[src/rtl/mixed_precision_csr_unit.sv]
// Mixed-precision CSR block: cycle/format/skip CSRs with controller-driven cycle updates.
// Optional sequence counter at 0x00C enabled by `define MPC_SEQ_COUNTER_EN.
package riscv_defines;
    localparam int unsigned NBITS_MIXED_CYCLES = 3;
    localparam int unsigned NBITS_MAX_KER      = 8;

    typedef enum logic [2:0] {
        MIXED_NONE  = 3'd0,
        MIXED_2x4   = 3'd1,
        MIXED_4x8   = 3'd2,
        MIXED_8x16  = 3'd3,
        MIXED_2x8   = 3'd4,
        MIXED_4x16  = 3'd5,
        MIXED_2x16  = 3'd6,
        MIXED_RSVD  = 3'd7
    } ivec_mode_fmt;
endpackage

module mixed_precision_csr_unit
    import riscv_defines::*;
(
    input  logic                          clk,
    input  logic                          rst_n,
    input  logic                          csr_we_i,
    input  logic [11:0]                   csr_addr_i,
    input  logic [31:0]                   csr_wdata_i,
    output logic [31:0]                   csr_rdata_o,
    input  logic                          ctrl_we_i,
    input  logic [NBITS_MIXED_CYCLES-1:0] ctrl_next_cycle_i,
    output logic [NBITS_MIXED_CYCLES-1:0] current_cycle_o,
    output ivec_mode_fmt                  ivec_fmt_o,
    output logic [NBITS_MAX_KER-1:0]      skip_size_o,
    output logic                          wrap_o
);
    localparam int unsigned CW = NBITS_MIXED_CYCLES;
    localparam int unsigned SW = NBITS_MAX_KER;
    localparam int unsigned FW = $bits(ivec_mode_fmt);

    localparam logic [11:0] ADDR_CNT  = 12'h00C;
    localparam logic [11:0] ADDR_CYC  = 12'h00D;
    localparam logic [11:0] ADDR_FMT  = 12'h00E;
    localparam logic [11:0] ADDR_SKIP = 12'h00F;

    // Highest legal cycle index for each packing format.
    function automatic logic [CW-1:0] cycle_max(input ivec_mode_fmt f);
        case (f)
            MIXED_2x4, MIXED_4x8, MIXED_8x16: return CW'(1);
            MIXED_2x8, MIXED_4x16:            return CW'(3);
            MIXED_2x16:                       return CW'(7);
            default:                          return '0;
        endcase
    endfunction

    logic [CW-1:0] cycle_q, cycle_d;
    ivec_mode_fmt  fmt_q, fmt_d;
    logic [SW-1:0] skip_q, skip_d;
    logic          wrap_q, wrap_d;

    logic          sw_cyc, sw_fmt, sw_skip;
    logic [CW-1:0] max_c;
    logic [CW-1:0] ctrl_cycle;

    assign sw_cyc     = csr_we_i && (csr_addr_i == ADDR_CYC);
    assign sw_fmt     = csr_we_i && (csr_addr_i == ADDR_FMT);
    assign sw_skip    = csr_we_i && (csr_addr_i == ADDR_SKIP);
    assign max_c      = cycle_max(fmt_q);
    assign ctrl_cycle = ctrl_next_cycle_i & max_c;

    // Software writes to cycle/format take priority over the controller.
    always_comb begin
        cycle_d = cycle_q;
        fmt_d   = fmt_q;
        skip_d  = skip_q;
        wrap_d  = 1'b0;
        if (sw_fmt) begin
            fmt_d   = ivec_mode_fmt'(csr_wdata_i[FW-1:0]);
            cycle_d = '0;
        end else if (sw_cyc) begin
            cycle_d = csr_wdata_i[CW-1:0] & max_c;
        end else if (ctrl_we_i) begin
            cycle_d = ctrl_cycle;
            wrap_d  = (max_c != '0) && (cycle_q == max_c) && (ctrl_cycle == '0);
        end
        if (sw_skip) begin
            skip_d = csr_wdata_i[SW-1:0];
        end
    end

    always_ff @(posedge clk or negedge rst_n) begin
        if (!rst_n) begin
            cycle_q <= '0;
            fmt_q   <= MIXED_NONE;
            skip_q  <= SW'(1);
            wrap_q  <= 1'b0;
        end else begin
            cycle_q <= cycle_d;
            fmt_q   <= fmt_d;
            skip_q  <= skip_d;
            wrap_q  <= wrap_d;
        end
    end

`ifdef MPC_SEQ_COUNTER_EN
    logic [31:0] cnt_q, cnt_d;

    // Counts completed sequences; a software write overrides the increment.
    always_comb begin
        cnt_d = cnt_q;
        if (csr_we_i && (csr_addr_i == ADDR_CNT)) begin
            cnt_d = csr_wdata_i;
        end else if (wrap_q) begin
            cnt_d = cnt_q + 32'd1;
        end
    end

    always_ff @(posedge clk or negedge rst_n) begin
        if (!rst_n) begin
            cnt_q <= '0;
        end else begin
            cnt_q <= cnt_d;
        end
    end
`else
    logic unused_wdata;
    assign unused_wdata = ^csr_wdata_i[31:SW];
`endif

    always_comb begin
        csr_rdata_o = '0;
        case (csr_addr_i)
            ADDR_CYC:  csr_rdata_o = 32'(cycle_q);
            ADDR_FMT:  csr_rdata_o = 32'(fmt_q);
            ADDR_SKIP: csr_rdata_o = 32'(skip_q);
`ifdef MPC_SEQ_COUNTER_EN
            ADDR_CNT:  csr_rdata_o = cnt_q;
`endif
            default:   csr_rdata_o = '0;
        endcase
    end

    assign current_cycle_o = cycle_q;
    assign ivec_fmt_o      = fmt_q;
    assign skip_size_o     = skip_q;
    assign wrap_o          = wrap_q;

endmodule

[config.mk]
export PLATFORM = sky130hd
export DESIGN_NAME = mixed_precision_csr_unit
export DESIGN_NICKNAME = d
export VERILOG_FILES = /design/src/rtl/mixed_precision_csr_unit.sv
export SDC_FILE = /design/constraint.sdc
export NUM_CORES = 1
export LEC_CHECK = 0
export ABC_AREA = 1
export CORE_MARGIN = 3
export CORE_UTILIZATION = 35
export CTS_BUF_LIST = sky130_fd_sc_hd__clkbuf_4 sky130_fd_sc_hd__clkbuf_8
export DETAILED_ROUTE_END_ITERATION = 7
export GPL_ROUTABILITY_DRIVEN = 0
export PLACE_DENSITY_LB_ADDON = 0.2
export SLEW_MARGIN = 10
export SYNTH_ARGS = -nofsm -noshare
export SYNTH_HDL_FRONTEND = slang
export SYNTH_SLANG_ARGS = --single-unit
export TNS_END_PERCENT = 100
[constraint.sdc]
create_clock -name clk -period 2.2 [get_ports clk]
set_clock_uncertainty 0.05 [all_clocks]
set_input_delay 0.44 -clock clk [delete_from_list [all_inputs] [get_ports clk]]
set_output_delay 0.44 -clock clk [all_outputs]
set_load 0.02 [all_outputs]
==> results of run 1 <==
[sequential cells by signal, indices dropped and copies added, names as in the netlist]
name             cells
ivec_fmt_o           3
wrap_o               1
skip_size_o          8
current_cycle_o      3
[repair_timing]
item	4_1_cts	5_1_grt
endpoints found under the setup margin	8	8
pin swaps	1	9
buffers inserted	1	2
gates resized for setup	38	36
[final cells by class]
type                    instances  area share, %
inverters                      24           4.98
multi-input cells             127           35.5
flip-flops and latches         15           20.8
well taps                      44           3.04
clock buffers                   4           1.66
repair buffers                 61           34.1
[layer usage]
metal	GRT usage [%]	up-vias	share of wire, %
met5	0	-	0
met4	0.809	0	0.65
met3	4.46	4	5.4
met2	27.1	42	51
met1	17.7	528	43
li1	-	607	-
[how the worst max path moves through the flow]
stage                           endpoint  depth (start not counted)  slack, ps
after CTS                 csr_rdata_o[1]                          8        -40
after global placement    csr_rdata_o[1]                          8       -480
final                     csr_rdata_o[5]                          7         40
after detailed placement  csr_rdata_o[1]                          8       -500
after floorplan           csr_rdata_o[1]                          5        400
after global routing      csr_rdata_o[5]                          7        -20
[through the flow]
stage               util [%]  instance area [µm²]  setup slack, ps  hold WS [ps]  power (mW)
global route            58.3                 1810            -18.0           449       0.641
CTS                     54.4                 1690            -41.9           426       0.613
detailed placement      54.0                 1670             -503           449       0.438
finish                  58.3                 1810             41.2           430       0.605
floorplan                  -                 1240              399          94.4       0.391
global placement        54.0                 1670             -480           437       0.439
[power groups by stage]
stage | combinational, mW | clock, mW | sequential [mW]
after detailed placement | 0.147 | 0 | 0.292
after global routing | 0.165 | 0.188 | 0.287
after CTS | 0.149 | 0.178 | 0.286
after floorplan | 0.0949 | 0 | 0.296
final | 0.151 | 0.168 | 0.286
after global placement | 0.147 | 0 | 0.292
[kinds of logic (layout without fill, tap and decap cells)]
kind of cell    Yosys count  after routing  synth area share [%]
other cells               1             24                 0.325
flops                    15             15                  32.6
simple gates             86             86                  34.4
buf+inv                  49             89                  24.4
compound gates           17             17                  8.24
[cells in the mapped netlist (all sizes together)]
| master | number |
|---|---|
| nor3 | 2 |
| o21ai | 13 |
| nor2 | 26 |
| o211ai | 1 |
| nand3 | 15 |
| inv | 24 |
| nand2 | 37 |
| buf | 25 |
| conb | 1 |
| a21oi | 3 |
| nand4 | 6 |
| dfstp | 1 |
| dfrtp | 14 |
==> impl_results.md, run 1 <==
- PD cells: between 300 and 400 nW/µm²
- Number of iterations in the first detailed-routing pass: 4
- Top library cells by usage in the layout, fill and taps aside: 33 x nand2_1, 31 x clkdlybuf4s50_1, 24 x conb_1
- Startpoint of the worst register-to-register path: ivec_fmt_o[2]
- Largest vdd supply drop: 0.000252 V
- FMAX: 463 MHz
- Yosys reg bits: 15
- Syn Std Cell Area: 1150 µm²
- Top cell family by delay on the critical path: buffers and inverters
- Filler cell count: 312
- Cell count after synthesis: 168
- H-tree levels: 1
- Crit. End Element: primary output
- # IOs: 98
- Cell with the most instances on the worst path: nor2_4
- Slowest cell delay on critical path: 510 ps
- Vias in the first global route: 1,133
- Number of placed instances, taps included: 268
- # setup viols final: 0
- Synth Area per Inst: approximately 7 µm²
- Data arrival at the endpoint of the critical path: 1670 ps
- Die Footprint: 4020 µm²
- Buffers and inverters on the worst path: 3
- Cell row count: 20
- Height of the die: 63.4 µm
- Total area of multi-input combinational cells: about 640 µm²
- Detailed placer's ending HPWL: 2390 µm
- I/O Buffers: 49
- Worst setup SP type: input port
- Length in cells of the worst reg-to-reg path: 7
- CTS max path bufs: 2
- YS warnings: 0
- Clock share of power: 27.7%
- Crit-path cells: clkdlybuf4s50_1, nand2_2, nor2_4, nand3_4, buf_12, nor2_4, buf_6
- Final routed DRC violation total: 0
- Internal portion of total power: between 0.4 and 0.5 mW
- Via count: 1,181
- Ant. Diodes: 0
- Average via count per standard cell: 4.29
- Net Sw Power: 0.178 mW
- First-pass GRT wire length: 4820 µm
- Overall routing resource usage: about 15%
- Number of antenna violations at the first check in global routing: 0
- Start point of the critical path: csr_addr_i[2]
- Leading cell type in the layout, fill and taps excluded: nand2_1
- Type of the worst setup path: input port to primary output
- Proportion of layout cells with a drive suffix above 1: 20.3%
- Sequential cell area fraction in the yosys report: roughly 33%
- Total wire length: 3070 µm
- Static power due to leakage: between 1 and 1.5 nW
- Hold violation total from the final report: 0
- First-iteration detailed-routing DRC count: 39
- Core Region: 3100 µm²
- Register-to-register setup slack: around 810 ps
- Insertion delay of the later-clocked pin in the worst-skew pair: 280 ps
- Dominant cell type by area after synthesis: dfrtp_1
- Part of the total power dissipated in combinational logic: 25.0%
- Largest net degree at the start of global routing: 16
- Highest-delay cell along the critical path: clkdlybuf4s50_1
- Tmin final: between 2000 and 2500 ps
- CTS tree: built
- WL/cell: 11.2 µm
- Number of buffers created by CTS: 3
- Clock-pin transition on the worst setup and hold timing paths: 90 ps
- Fin crit share: between 90 and 100%
- Starting density of the core: 37.2%
- Count of antenna-violating nets left after detailed routing: 0
- Number of max-slew violations in the final report: 0
- Root Driver: clkbuf_4
- Final cell count without fillers: around 280
- Result of the run: finished clean
- Maximum Capacitance Violations: 0
- Post-route setup TNS: 0 ps
- Die Wd: 63.4 µm
- HP Class: input port to asynchronous set/reset pin
- Main area contributors after synthesis: dfrtp_1 30%, buf_4 16%, nand2_1 12%
- Critical Path RT: 1710 ps
- Sequential cell fraction of total power: 47.3%
- Remaining Overflow, GRT: 0
- Sink count of the clock tree: 15
- Cts-stage hold buffer count: 0
- Synth-to-layout area growth: 56.9%
- Net Sw Frac: about 29%
- Net count of the finished layout: about 280
- Reg-to-reg endpoint: wrap_o
- Combined flip-flop and latch cell area: 377 µm²
- Area fraction of the dominant cell type after synthesis: 30.4%
- Distinct cell type count of the synthesized netlist: 19
- Largest fanout on the critical path: 5
Power figures use the tool's default switching activity.
==> run 2: changes to the inputs <==
Settings changed: CTS_CLUSTER_DIAMETER set to 60.
==> results of run 2 <==
Final layout, timing and power as in run 1 (identical DEF).
